`config.mk`:
```
export PLATFORM = sky130hd
export DESIGN_NAME = csr_bus_arbiter
export DESIGN_NICKNAME = d
export VERILOG_FILES = /design/src/rtl/csr_bus_pkg.sv /design/src/rtl/csr_bus_arbiter_rr_arbiter.sv /design/src/rtl/csr_bus_arbiter.sv
export SDC_FILE = /design/constraint.sdc
export NUM_CORES = 1
export LEC_CHECK = 0
export CELL_PAD_IN_SITES_DETAIL_PLACEMENT = 0
export CELL_PAD_IN_SITES_GLOBAL_PLACEMENT = 1
export CORE_AREA = 2 2 161 163
export DETAILED_ROUTE_END_ITERATION = 12
export DIE_AREA = 0 0 163 165
export DONT_BUFFER_PORTS = 1
export PLACE_DENSITY = 0.51
export SLEW_MARGIN = 20
export SYNTH_ARGS = -nofsm -noshare
export SYNTH_HDL_FRONTEND = slang
export SYNTH_SLANG_ARGS = --single-unit
```
`constraint.sdc`:
```
create_clock -name clk -period 2.2 [get_ports clk]
set_input_delay 0.11 -clock clk [delete_from_list [all_inputs] [get_ports clk]]
set_output_delay 0.11 -clock clk [all_outputs]
set_load 0.05 [all_outputs]
```
`src/rtl/csr_bus_pkg.sv`:
```
// Shared types and index helpers for the CSR bus arbiter.
package csr_bus_pkg;

    typedef enum logic [1:0] {
        IDLE    = 2'd0,
        ACCESS  = 2'd1,
        RESPOND = 2'd2
    } state_t;

    localparam int OWNER_W = 3;

    // Bits needed to index n items; never below 1 so ports stay legal.
    function automatic int sel_width(input int n);
        return (n <= 2) ? 1 : $clog2(n);
    endfunction

    // Low bit of slice idx in a concatenated vector of w-bit fields.
    function automatic int slice_lo(input int idx, input int w);
        return idx * w;
    endfunction

endpackage

```
`src/rtl/csr_bus_arbiter_rr_arbiter.sv`:
```
// Round-robin winner selection; pointer moves to owner+1 on each completion.
module rr_arbiter
    import csr_bus_pkg::*;
#(
    parameter int N     = 2,
    parameter int IDX_W = 1
)(
    input  logic               clk,
    input  logic               rst,
    input  logic [N-1:0]       req,
    input  logic               done,
    input  logic [OWNER_W-1:0] done_idx,
    output logic [N-1:0]       grant,
    output logic [IDX_W-1:0]   grant_idx
);

    logic [IDX_W-1:0] ptr;
    int               base;
    int               idx;
    logic             found;

    // On the completion cycle the search already starts from the advanced
    // pointer, so a re-grant can be issued without an extra idle cycle.
    always_comb begin
        base      = done ? (int'(done_idx) + 1) % N : int'(ptr);
        grant     = '0;
        grant_idx = '0;
        found     = 1'b0;
        idx       = 0;
        for (int k = 0; k < N; k++) begin
            idx = (base + k) % N;
            if (!found && req[IDX_W'(idx)]) begin
                found                = 1'b1;
                grant[IDX_W'(idx)]   = 1'b1;
                grant_idx            = IDX_W'(idx);
            end
        end
    end

    always_ff @(posedge clk) begin
        if (rst)
            ptr <= '0;
        else if (done)
            ptr <= IDX_W'((int'(done_idx) + 1) % N);
    end

endmodule

```
`src/rtl/csr_bus_arbiter.sv`:
```
// Round-robin arbiter sharing one strobe-decoded CSR bus among several masters.
module csr_bus_arbiter
    import csr_bus_pkg::*;
#(
    parameter int NUM_REQUESTERS       = 2,
    parameter int CSR_DATA_BUS_WIDTH   = 32,
    parameter int CSR_STROBE_BUS_WIDTH = 8,
    parameter int SEL_WIDTH            = 3,
    parameter int READ_WAIT            = 2
)(
    input  logic                                           clk,
    input  logic                                           rst,
    input  logic [NUM_REQUESTERS-1:0]                      req_valid,
    input  logic [NUM_REQUESTERS-1:0]                      req_rw,
    input  logic [NUM_REQUESTERS*SEL_WIDTH-1:0]            req_sel,
    input  logic [NUM_REQUESTERS*CSR_DATA_BUS_WIDTH-1:0]   req_wdata,
    output logic [NUM_REQUESTERS-1:0]                      req_ready,
    output logic [NUM_REQUESTERS-1:0]                      rsp_valid,
    output logic [CSR_DATA_BUS_WIDTH-1:0]                  rsp_rdata,
    output logic                                           rsp_err,
    output logic [CSR_STROBE_BUS_WIDTH-1:0]                csr_stb_o,
    output logic [CSR_DATA_BUS_WIDTH-1:0]                  csr_data_o,
    input  logic [CSR_STROBE_BUS_WIDTH*CSR_DATA_BUS_WIDTH-1:0] csr_data_i,
    output logic                                           csr_rw,
    output logic                                           csr_in_progress,
    output logic [OWNER_W-1:0]                             csr_owner
);

    localparam int NR    = NUM_REQUESTERS;
    localparam int DW    = CSR_DATA_BUS_WIDTH;
    localparam int STB   = CSR_STROBE_BUS_WIDTH;
    localparam int SW    = SEL_WIDTH;
    localparam int IDX_W = sel_width(NR);
    localparam int CNT_W = sel_width(READ_WAIT + 1);

    state_t           state, state_n;
    logic [NR-1:0]    grant;
    logic [IDX_W-1:0] grant_idx;
    logic [SW-1:0]    sel_q;
    logic [DW-1:0]    wdata_q;
    logic [CNT_W-1:0] wait_cnt;
    logic             pending, done, grant_fire, access_last, sel_oob;
    int               rd_idx;
    logic [DW-1:0]    rd_word;

    assign pending = |req_ready;
    assign done    = (state == RESPOND);
    assign sel_oob = int'(sel_q) >= STB;
    assign rd_idx  = sel_oob ? 0 : int'(sel_q);
    assign rd_word = csr_data_i[slice_lo(rd_idx, DW) +: DW];

    rr_arbiter #(.N(NR), .IDX_W(IDX_W)) u_arb (
        .clk       (clk),
        .rst       (rst),
        .req       (req_valid),
        .done      (done),
        .done_idx  (csr_owner),
        .grant     (grant),
        .grant_idx (grant_idx)
    );

    always_ff @(posedge clk) begin
        if (rst)
            state <= IDLE;
        else
            state <= state_n;
    end

    // Grant decisions are made one edge ahead so req_ready leaves a flop;
    // RESPOND may re-grant directly, giving one write per three cycles.
    always_comb begin
        state_n     = state;
        grant_fire  = 1'b0;
        access_last = 1'b0;
        case (state)
            IDLE: begin
                grant_fire = !pending && (|req_valid);
                if (pending)
                    state_n = ACCESS;
            end
            ACCESS: begin
                access_last = csr_rw || (int'(wait_cnt) == READ_WAIT - 1);
                if (access_last)
                    state_n = RESPOND;
            end
            RESPOND: begin
                grant_fire = |req_valid;
                state_n    = IDLE;
            end
            default: state_n = IDLE;
        endcase
    end

    always_ff @(posedge clk) begin
        if (rst) begin
            req_ready       <= '0;
            rsp_valid       <= '0;
            rsp_rdata       <= '0;
            rsp_err         <= 1'b0;
            csr_stb_o       <= '0;
            csr_data_o      <= '0;
            csr_rw          <= 1'b0;
            csr_in_progress <= 1'b0;
            csr_owner       <= '0;
            sel_q           <= '0;
            wdata_q         <= '0;
            wait_cnt        <= '0;
        end else begin
            req_ready       <= '0;
            rsp_valid       <= '0;
            csr_stb_o       <= '0;
            csr_in_progress <= (state_n == ACCESS);

            if (grant_fire) begin
                req_ready <= grant;
                csr_owner <= OWNER_W'(grant_idx);
                csr_rw    <= req_rw[grant_idx];
                sel_q     <= req_sel[slice_lo(int'(grant_idx), SW) +: SW];
                wdata_q   <= req_wdata[slice_lo(int'(grant_idx), DW) +: DW];
            end

            if (state == IDLE && pending) begin
                wait_cnt   <= '0;
                csr_data_o <= wdata_q;
                if (csr_rw && !sel_oob)
                    csr_stb_o <= STB'(1) << sel_q;
            end

            if (state == ACCESS) begin
                wait_cnt <= wait_cnt + 1'b1;
                if (access_last) begin
                    rsp_valid <= NR'(1) << csr_owner;
                    rsp_err   <= sel_oob;
                    rsp_rdata <= (csr_rw || sel_oob) ? '0 : rd_word;
                end
            end
        end
    end

endmodule

```
Word-level counts from Yosys, hierarchy flattened
Cells that the tools add are included.
- bits in registers: 119
- bits in latches: 0
- bits in writable memories: 0
- bits in read-only memories: 0
- bits of input ports: 332
- logic and storage cells: 77
- memories: 0
- $add $sub $neg: 3
- $mul: 1
- divide/modulo/power cells: 0
- magnitude comparators: 5
- equal/unequal tests: 4
- shift operators: 5
- muxes and demuxes: 24
- bitwise gates (word level): 6
- reduce and logical (&&, ||, !) cells: 16
- operator list (kind ; number):
    256-bit by 9-bit indexed part select with 32-bit output ; 1
    64-bit by 7-bit indexed part select with 32-bit output ; 1
    32-bit 2-to-1 mux ; 1
    1-bit 2-to-1 mux ; 13
    2-bit 2-to-1 mux ; 6
    1-bit by 3-bit left shift with 8-bit output, first input constant ; 1
    1-bit by 3-bit less-than comparator with 1-bit output, second input constant ; 2
    2-bit OR reduction ; 3
    3-bit OR reduction ; 2
    6-bit by 4-bit indexed part select with 3-bit output ; 1
    1-bit logical AND ; 5
    1-bit NOT ; 5
    2-bit by 1-bit equality test with 1-bit output, second input constant ; 2
    2-bit equality test, second input constant ; 2
    2-bit one-hot mux with 2 select lines ; 1
    1-bit by 2-bit multiplier with 3-bit output, second input constant ; 1
    1-bit adder, second input constant ; 2
    2-bit by 1-bit adder with 2-bit output, second input constant ; 1
    1-bit demux with 1-bit select ; 2
    1-bit greater-or-equal comparator, second input constant ; 2
    1-bit zero test ; 2
    2-bit zero test ; 1
    1-bit by 2-bit less-than comparator with 1-bit output, second input constant ; 1
    2-bit bitwise OR ; 1
    5 further kinds ; 5

Depth between registers and ports, before layout
Gate-level depths: netlist of the first run.
- depth after elaboration: 11
- depth in mapped cells: 7

Hierarchy
From an unflattened synthesis of the first run, not the netlist that was laid out.
- cells, all modules: 664
- area total of the unflattened synthesis: 6273.5 µm²
- by module, submodules not included (module ; instances ; cells each ; area each (µm²) ; seq. area each (µm²)):
    csr_bus_arbiter ; 1 ; 656 ; 6204.7 ; 2362.3
    rr_arbiter ; 1 ; 8 ; 68.8 ; 20.0

Least setup slack after synthesis of the first run
Ideal clock, no wire load.
- path kind: reg-to-reg
- start: reg req_ready[1]
- end: reg csr_stb_o[0]
- library setup time: 0.079 ns
- arrival time: 1.700 ns
- data required time: 2.121 ns
- setup slack: 0.422 ns
- stages on the path, launching flop included: 6
- path through: dfxtp_1 o21ba_4 nand2b_1 buf_2 or4b_4 nor3_1
- word-level cells in the longest chain between the ends: 4
- RTL lines (element ; line ; text):
    start: declaration ; csr_bus_arbiter.sv:17 ; output logic [NUM_REQUESTERS-1:0] req_ready,
    start signal: assignment ; csr_bus_arbiter.sv:115 ; req_ready <= grant;
    2-bit OR reduction ; csr_bus_arbiter.sv:46 ; assign pending = |req_ready;
    1-bit logical AND ; csr_bus_arbiter.sv:122 ; if (state == IDLE && pending) begin
    1-bit NOT (no line) ; -- ;
    3-bit OR reduction (no line) ; -- ;
    end signal: assignment ; csr_bus_arbiter.sv:126 ; csr_stb_o <= STB'(1) << sel_q;
    end: declaration ; csr_bus_arbiter.sv:21 ; output logic [CSR_STROBE_BUS_WIDTH-1:0] csr_stb_o,
No other way between the ends.
A chain may end at the register's enable or synchronous reset.

Worst setup path in the final report of the first run
- start: reg state[0]
- end: reg wdata_q[15]
- word-level cells in the longest chain between the ends: 5
- elaborated cells between the ends (all ways): 8
- those cells by class: 1 x add/sub; 1 x eq/ne; 1 x shift; 4 x mux; 1 x reduce/logical
- RTL lines (element ; line ; text):
    start: declaration ; csr_bus_arbiter.sv:36 ; state_t state, state_n;
    start signal: assignment ; csr_bus_arbiter.sv:66 ; state <= state_n;
    2-bit equality test ; csr_bus_arbiter.sv:47, csr_bus_arbiter.sv:75 ;
    1-bit 2-to-1 mux ; csr_bus_arbiter_rr_arbiter.sv:25 ; base = done ? (int'(done_idx) + 1) % N : int'(ptr);
    1-bit adder or 1-bit 2-to-1 mux (tied branches) ; csr_bus_arbiter_rr_arbiter.sv:31, csr_bus_arbiter_rr_arbiter.sv:32 ;
    1-bit 2-to-1 mux ; csr_bus_arbiter_rr_arbiter.sv:32 ; if (!found && req[IDX_W'(idx)]) begin
    64-bit by 7-bit indexed part select with 32-bit output ; csr_bus_arbiter.sv:119 ; wdata_q <= req_wdata[slice_lo(int'(grant_idx), DW) +: DW];
    end signal: assignment ; csr_bus_arbiter.sv:119 ;
    end: declaration ; csr_bus_arbiter.sv:40 ; logic [DW-1:0] wdata_q;
Parallel ways exist; a longest one is shown, timed or not.

==> metrics, run 1 <==
via count=5977; Pint=0.00469 W; HP Class=input port to register; fin area=0.00823 sq mm; number of core rows=just under 60; vias in the first global route=6052; initial antenna violation count=16; Distinct cells, synth=37; Initial DRC Count=255; Clk pin slew, worst setup/hold paths=0.06 ns; Final Power=0.00675 W; top cells by count, synth=dfxtp_1, nand2_1, nor2_1, mux2_2, clkbuf_1; Reg2Reg Depth=6; Cell Area, Placed=0.00672 sq mm; Hold Crit Start=req_valid[0]; reg2reg end=wdata_q[15]; Die W=roughly 160 um; Async SR Flop Fraction=0%; sequential share of power=38.2%; CP Cell Sequence=nand2b_4, mux2i_4, buf_12, nand3_1, a311oi_1, dlygate4sd3_1; Leakage=approximately 2.8 nW; setup TNS=0 ns; mean number of vias per cell=5.35; most frequent cell after synthesis=dfxtp_1; CTS H-tree depth=4; Max Transition Viols Final=0; CP Launch Type=register; drt first pass iters=5; share of cells above drive strength 1=between 20% and 30%; Tcrit/Tclk final=93.9%; Post-synth EDFFs=0; total global-route track usage=a little under a fifth; combinational share of power=19.6%; critical path type=register to register; Hold Path End=csr_owner[0]; Clk pwr share=42.2%; # DRC=0; TritonCTS Sinks=119; Post-Syn Instances=711; overall routed net length=26.7 mm; Sw Pwr=around 0.0021 W; Hold Path Depth=3; final hold violations=0; Final nets=1100; power density cells=820 mW/mm^2; R2R setup slack=0.13 ns; Slew HR=approximately half; syn avg cell area=9.02 sq um; Yosys reg bits=approximately 120; WP data arrival=2.41 ns; sw frac=30.6%; mapped cell area=0.00641 sq mm; final setup vio count=0; Max Fclk=around 480 MHz; # IOs=414; Synth top area share=37.2%; Tmin final=2.07 ns; MaxCap Viol Count=0; worst-margin pin slew=0.739 ns; CTS buffer count=17; Worst path slowest cell=dlygate4sd3_1; remaining antenna violation count=0; CTS tree=done; grt ovf=0; largest net degree at the start of global routing=a little under 80; post-DP HPWL=19.7 mm; core area=0.0250 sq mm; CTS root buffer=clkbuf_16; Area Overhead vs Synth=28.4%; Die Footprint=between 0.02 and 0.03 sq mm; critical path's largest stage delay=0.59 ns; drt wl/cell=between 20 and 25 um; Worst EP required=2.55 ns; crit path capture type=register; first-pass GRT wire length=37.6 mm; Peak VDD IR=450 uV; reg2reg start=state[0]; Min Hold Slack=roughly 0.038 ns; port bufs=0; Starting Density=25.6%; synth warn=0; Longest Clk Path Bufs=2; clk_lat worst skew=0.40 ns; Synth Flop Type=dfxtp_1; Die Y=165 um; cell taking the most area after synthesis=dfxtp_1; Crit Path Max Fanout=30; sequential fraction of the synthesis area=a little under two fifths; unrepaired setup endpoints after global routing=no; status=complete, no violations; final clock skew=0.0110 ns; top cells by area, synth=dfxtp_1, mux2_2, mux4_2, nand2_1, a311oi_1; setup slack after layout=roughly 0.13 ns; pre-CTS WS=about 0.6 ns; Placer Congestion=0.875
-- state kept, by name, indices dropped and copies added, names as in the netlist, 3 cells and up --
signal / cells
csr_stb_o: 8
rsp_rdata: 32
csr_data_o: 32
wdata_q: 32
sel_q: 3
-- worst max-delay path, delay by kind of cell (launching register included) --
kind                   cells  cell delay (ns)
buffers and inverters      2             0.80
muxes                      1             0.27
DFF                        1             0.32
and+or+nand+nor            2             0.28
AOI/OAI and AO/OA          1             0.31
-- metrics by stage --
step	utilization, %	std cells
after floorplan	-	714
after global placement	26.9	994
after detailed placement	26.9	994
after CTS	32.6	1107
after global routing	32.9	1116
final	32.9	1118
-- kinds of logic after synthesis --
logic type | synth area share [%]
buf+inv | 5.72
simple gates | 15.8
mux | 22.7
flops | 37.2
other cells | 0.0585
fa+ha+maj | 0.195
compound gates | 18.3
-- worst max path at each step --
stage / slack [ns] / startpoint / cells past startpoint / endpoint
floorplan: 0.42 / req_ready[1] / 5 / csr_stb_o[0]
detailed placement: 0.58 / wait_cnt[1] / 7 / rsp_rdata[19]
finish: 0.13 / state[0] / 6 / wdata_q[15]
global placement: 0.61 / wait_cnt[1] / 7 / rsp_rdata[28]
global route: 0.02 / state[1] / 6 / wdata_q[15]
CTS: 0.07 / state[1] / 6 / wdata_q[16]
-- power by group through the flow --
stage	logic (W)	registers, W	clock network [W]
final	0.00132	0.00258	0.00285
after floorplan	0.000920	0.00259	0
after CTS	0.00131	0.00258	0.00294
after global placement	0.00111	0.00262	0
after detailed placement	0.00113	0.00263	0
after global routing	0.00145	0.00259	0.00302
-- routing by layer --
metal | routed length [um] | global-route usage [%] | share of wire [%]
met2 | 13800 | 32.6 | 52
met5 | 106 | 0 | 0.40
met4 | 490 | 6.68 | 1.8
met1 | 9880 | 20.6 | 37
met3 | 2480 | 7.89 | 9.3
-- repair_timing --
| action | CTS | global route |
|---|---|---|
| hold endpoints to repair | 82 | 0 |
| endpoints found under the setup margin | 0 | 20 |
| gates resized for setup | 0 | 2 |
| hold buffers | 82 | 0 |
| buffers inserted | 0 | 1 |
-- final cells by class --
cell class / instances / area, sq um
clock inverter: 13 / 144
clock buffer: 18 / 450
fill: 2632 / 16800
multi-input combinational: 519 / 3690
sequential: 119 / 2390
timing repair buffer: 107 / 1120
antenna: 9 / 22.5
tap: 330 / 413
inverter: 3 / 11.3
-- layout by cell type (no fill, tap or decap), drive strengths merged, types with 6 or more instances in the layout --
master	count
mux2	65
diode	9
o31ai	31
mux4	31
nand2b	6
clkbuf	19
dfxtp	119
a311oi	36
nor3	6
nor2	82
nand3	38
o21ai	36
o22ai	32
nand2	99
dlygate4sd3	80
a21oi	37
buf	26
inv	6
Note: power is estimated with default switching activity, not from simulation.
==> run 2: changes to the inputs <==
- CORE_AREA: 2 2 161 163 -> 3 3 162 164
- DIE_AREA: 0 0 163 165 -> 0 0 165 167
- RECOVER_POWER: unset -> 25
==> metrics, run 2 (synthesis gave the netlist of run 1 again) <==
Clk pin slew, worst setup/hold paths=approximately 0.060 ns; Worst EP required=2.56 ns; final setup vio count=0; status=complete, no violations; overall routed net length=26.5 mm; most frequent cells in the layout=dfxtp_1, nand2_1, nor2_1, dlygate4sd3_1, mux2_2; Die Footprint=approximately 0.028 sq mm; CTS root buffer=clkbuf_16; critical path type=register to register; # IOs=414; Min Hold Slack=0.0468 ns; Pint=0.00441 W; final clock skew=0.0165 ns; mean number of vias per cell=roughly 5.3; vias in the first global route=6192; Crit Path Max Fanout=18; Starting Density=25.6%; R2R setup slack=0.13 ns; sw frac=around a third; number of core rows=58; Die Y=around 170 um; CTS H-tree depth=4; Peak VDD IR=317 uV; drt first pass iters=4; Tcrit/Tclk final=94.3%; initial antenna violation count=10; Clk pwr share=40.4%; Max Transition Viols Final=0; Max Fclk=482 MHz; Initial DRC Count=332; post-DP HPWL=slightly below 20 mm; Final Power=0.00655 W; setup TNS=0 ns; clk_lat worst skew=0.42 ns; total global-route track usage=18.2%; WP data arrival=2.44 ns; sequential share of power=39.4%; CTS tree=done; Area Overhead vs Synth=27.7%; MaxCap Viol Count=0; Slew HR=47.4%; unrepaired setup endpoints after global routing=no; # fillers=2613; Die W=165 um; Placer Congestion=0.857; largest net degree at the start of global routing=79; HP Class=input port to register; power density cells=800 mW/mm^2; TritonCTS Sinks=119; grt ovf=0; # DRC=0; Cell Area, Placed=about 0.0067 sq mm; commonest non-fill, non-tap cell in the layout=dfxtp_1; worst-margin pin slew=0.788 ns; fin area=0.00819 sq mm; Longest Clk Path Bufs=2; CTS buffer count=17; crit path capture type=register; Sw Pwr=~0.0021 W; core area=0.0250 sq mm; via count=approximately 6000; Tmin final=2.07 ns; Leakage=2.71 nW; final hold violations=0; port bufs=0; remaining antenna violation count=0; drt wl/cell=23.7 um; Largest regs=csr_data_o (32), rsp_rdata (32), wdata_q (32); Final nets=1102; CP Launch Type=register; combinational share of power=a little over 20%; first-pass GRT wire length=37.8 mm; share of cells above drive strength 1=20.6%
[run 2: repair_timing]
action                                 4_1_cts  5_1_grt
buffers inserted                             0        2
setup endpoints to repair                    0       27
resized for setup                            0        4
hold buffers                                84        0
endpoints found under the hold margin       82        0
[run 2: worst max-delay path: stages, from the launching register on]
cell,delay [ns]
dfxtp_2,0.38
o21ba_4,0.19
nor3_4,0.19
buf_4,0.18
buf_6,0.20
nor2_1,0.06
a311oi_1,0.24
dlygate4sd3_1,0.58
[run 2: stage by stage]
step	std cells	worst slack [ns]	util, %
final	1120	0.125	32.7
after global routing	1119	0.0297	32.7
after CTS	1108	0.0518	32.5
after detailed placement	992	0.426	26.8
after global placement	992	0.505	26.8
after floorplan	714	0.422	-
[run 2: path summary, 6_finish.rpt]
kind | start | end | cells after the start
max | state[1] | wdata_q[8] | 7
min reg2reg | wdata_q[3] | csr_data_o[3] | 2
min | req_valid[0] | csr_owner[0] | 3
max reg2reg | state[1] | wdata_q[8] | 7
[run 2: layout make-up]
class	count	area, sq um	area share, %
multi-input cells	519	3690	45.0
flip-flops and latches	119	2390	29.2
repair buffers	109	1120	13.6
clock buffers	18	429	5.24
well taps	330	413	5.04
clock inverters	14	119	1.45
diodes	8	20.0	0.245
inverters	3	11.3	0.138
[run 2: power groups by stage]
stage          Clock (W)  Sequential, W  Combinational [W]
2_1_floorplan          0        0.00259           0.000920
3_3_place_gp           0        0.00263            0.00110
3_5_place_dp           0        0.00263            0.00111
4_1_cts          0.00274        0.00258            0.00130
5_1_grt          0.00282        0.00260            0.00145
6_report         0.00265        0.00258            0.00132
[run 2: per-layer routing]
layer | wire [um] | vias up | global-route usage, %
met5 | 38 | - | 0
met4 | 514 | 6 | 7.48
met3 | 2170 | 32 | 6.12
met2 | 14000 | 295 | 32.0
met1 | 9820 | 2902 | 19.8
li1 | - | 2735 | -
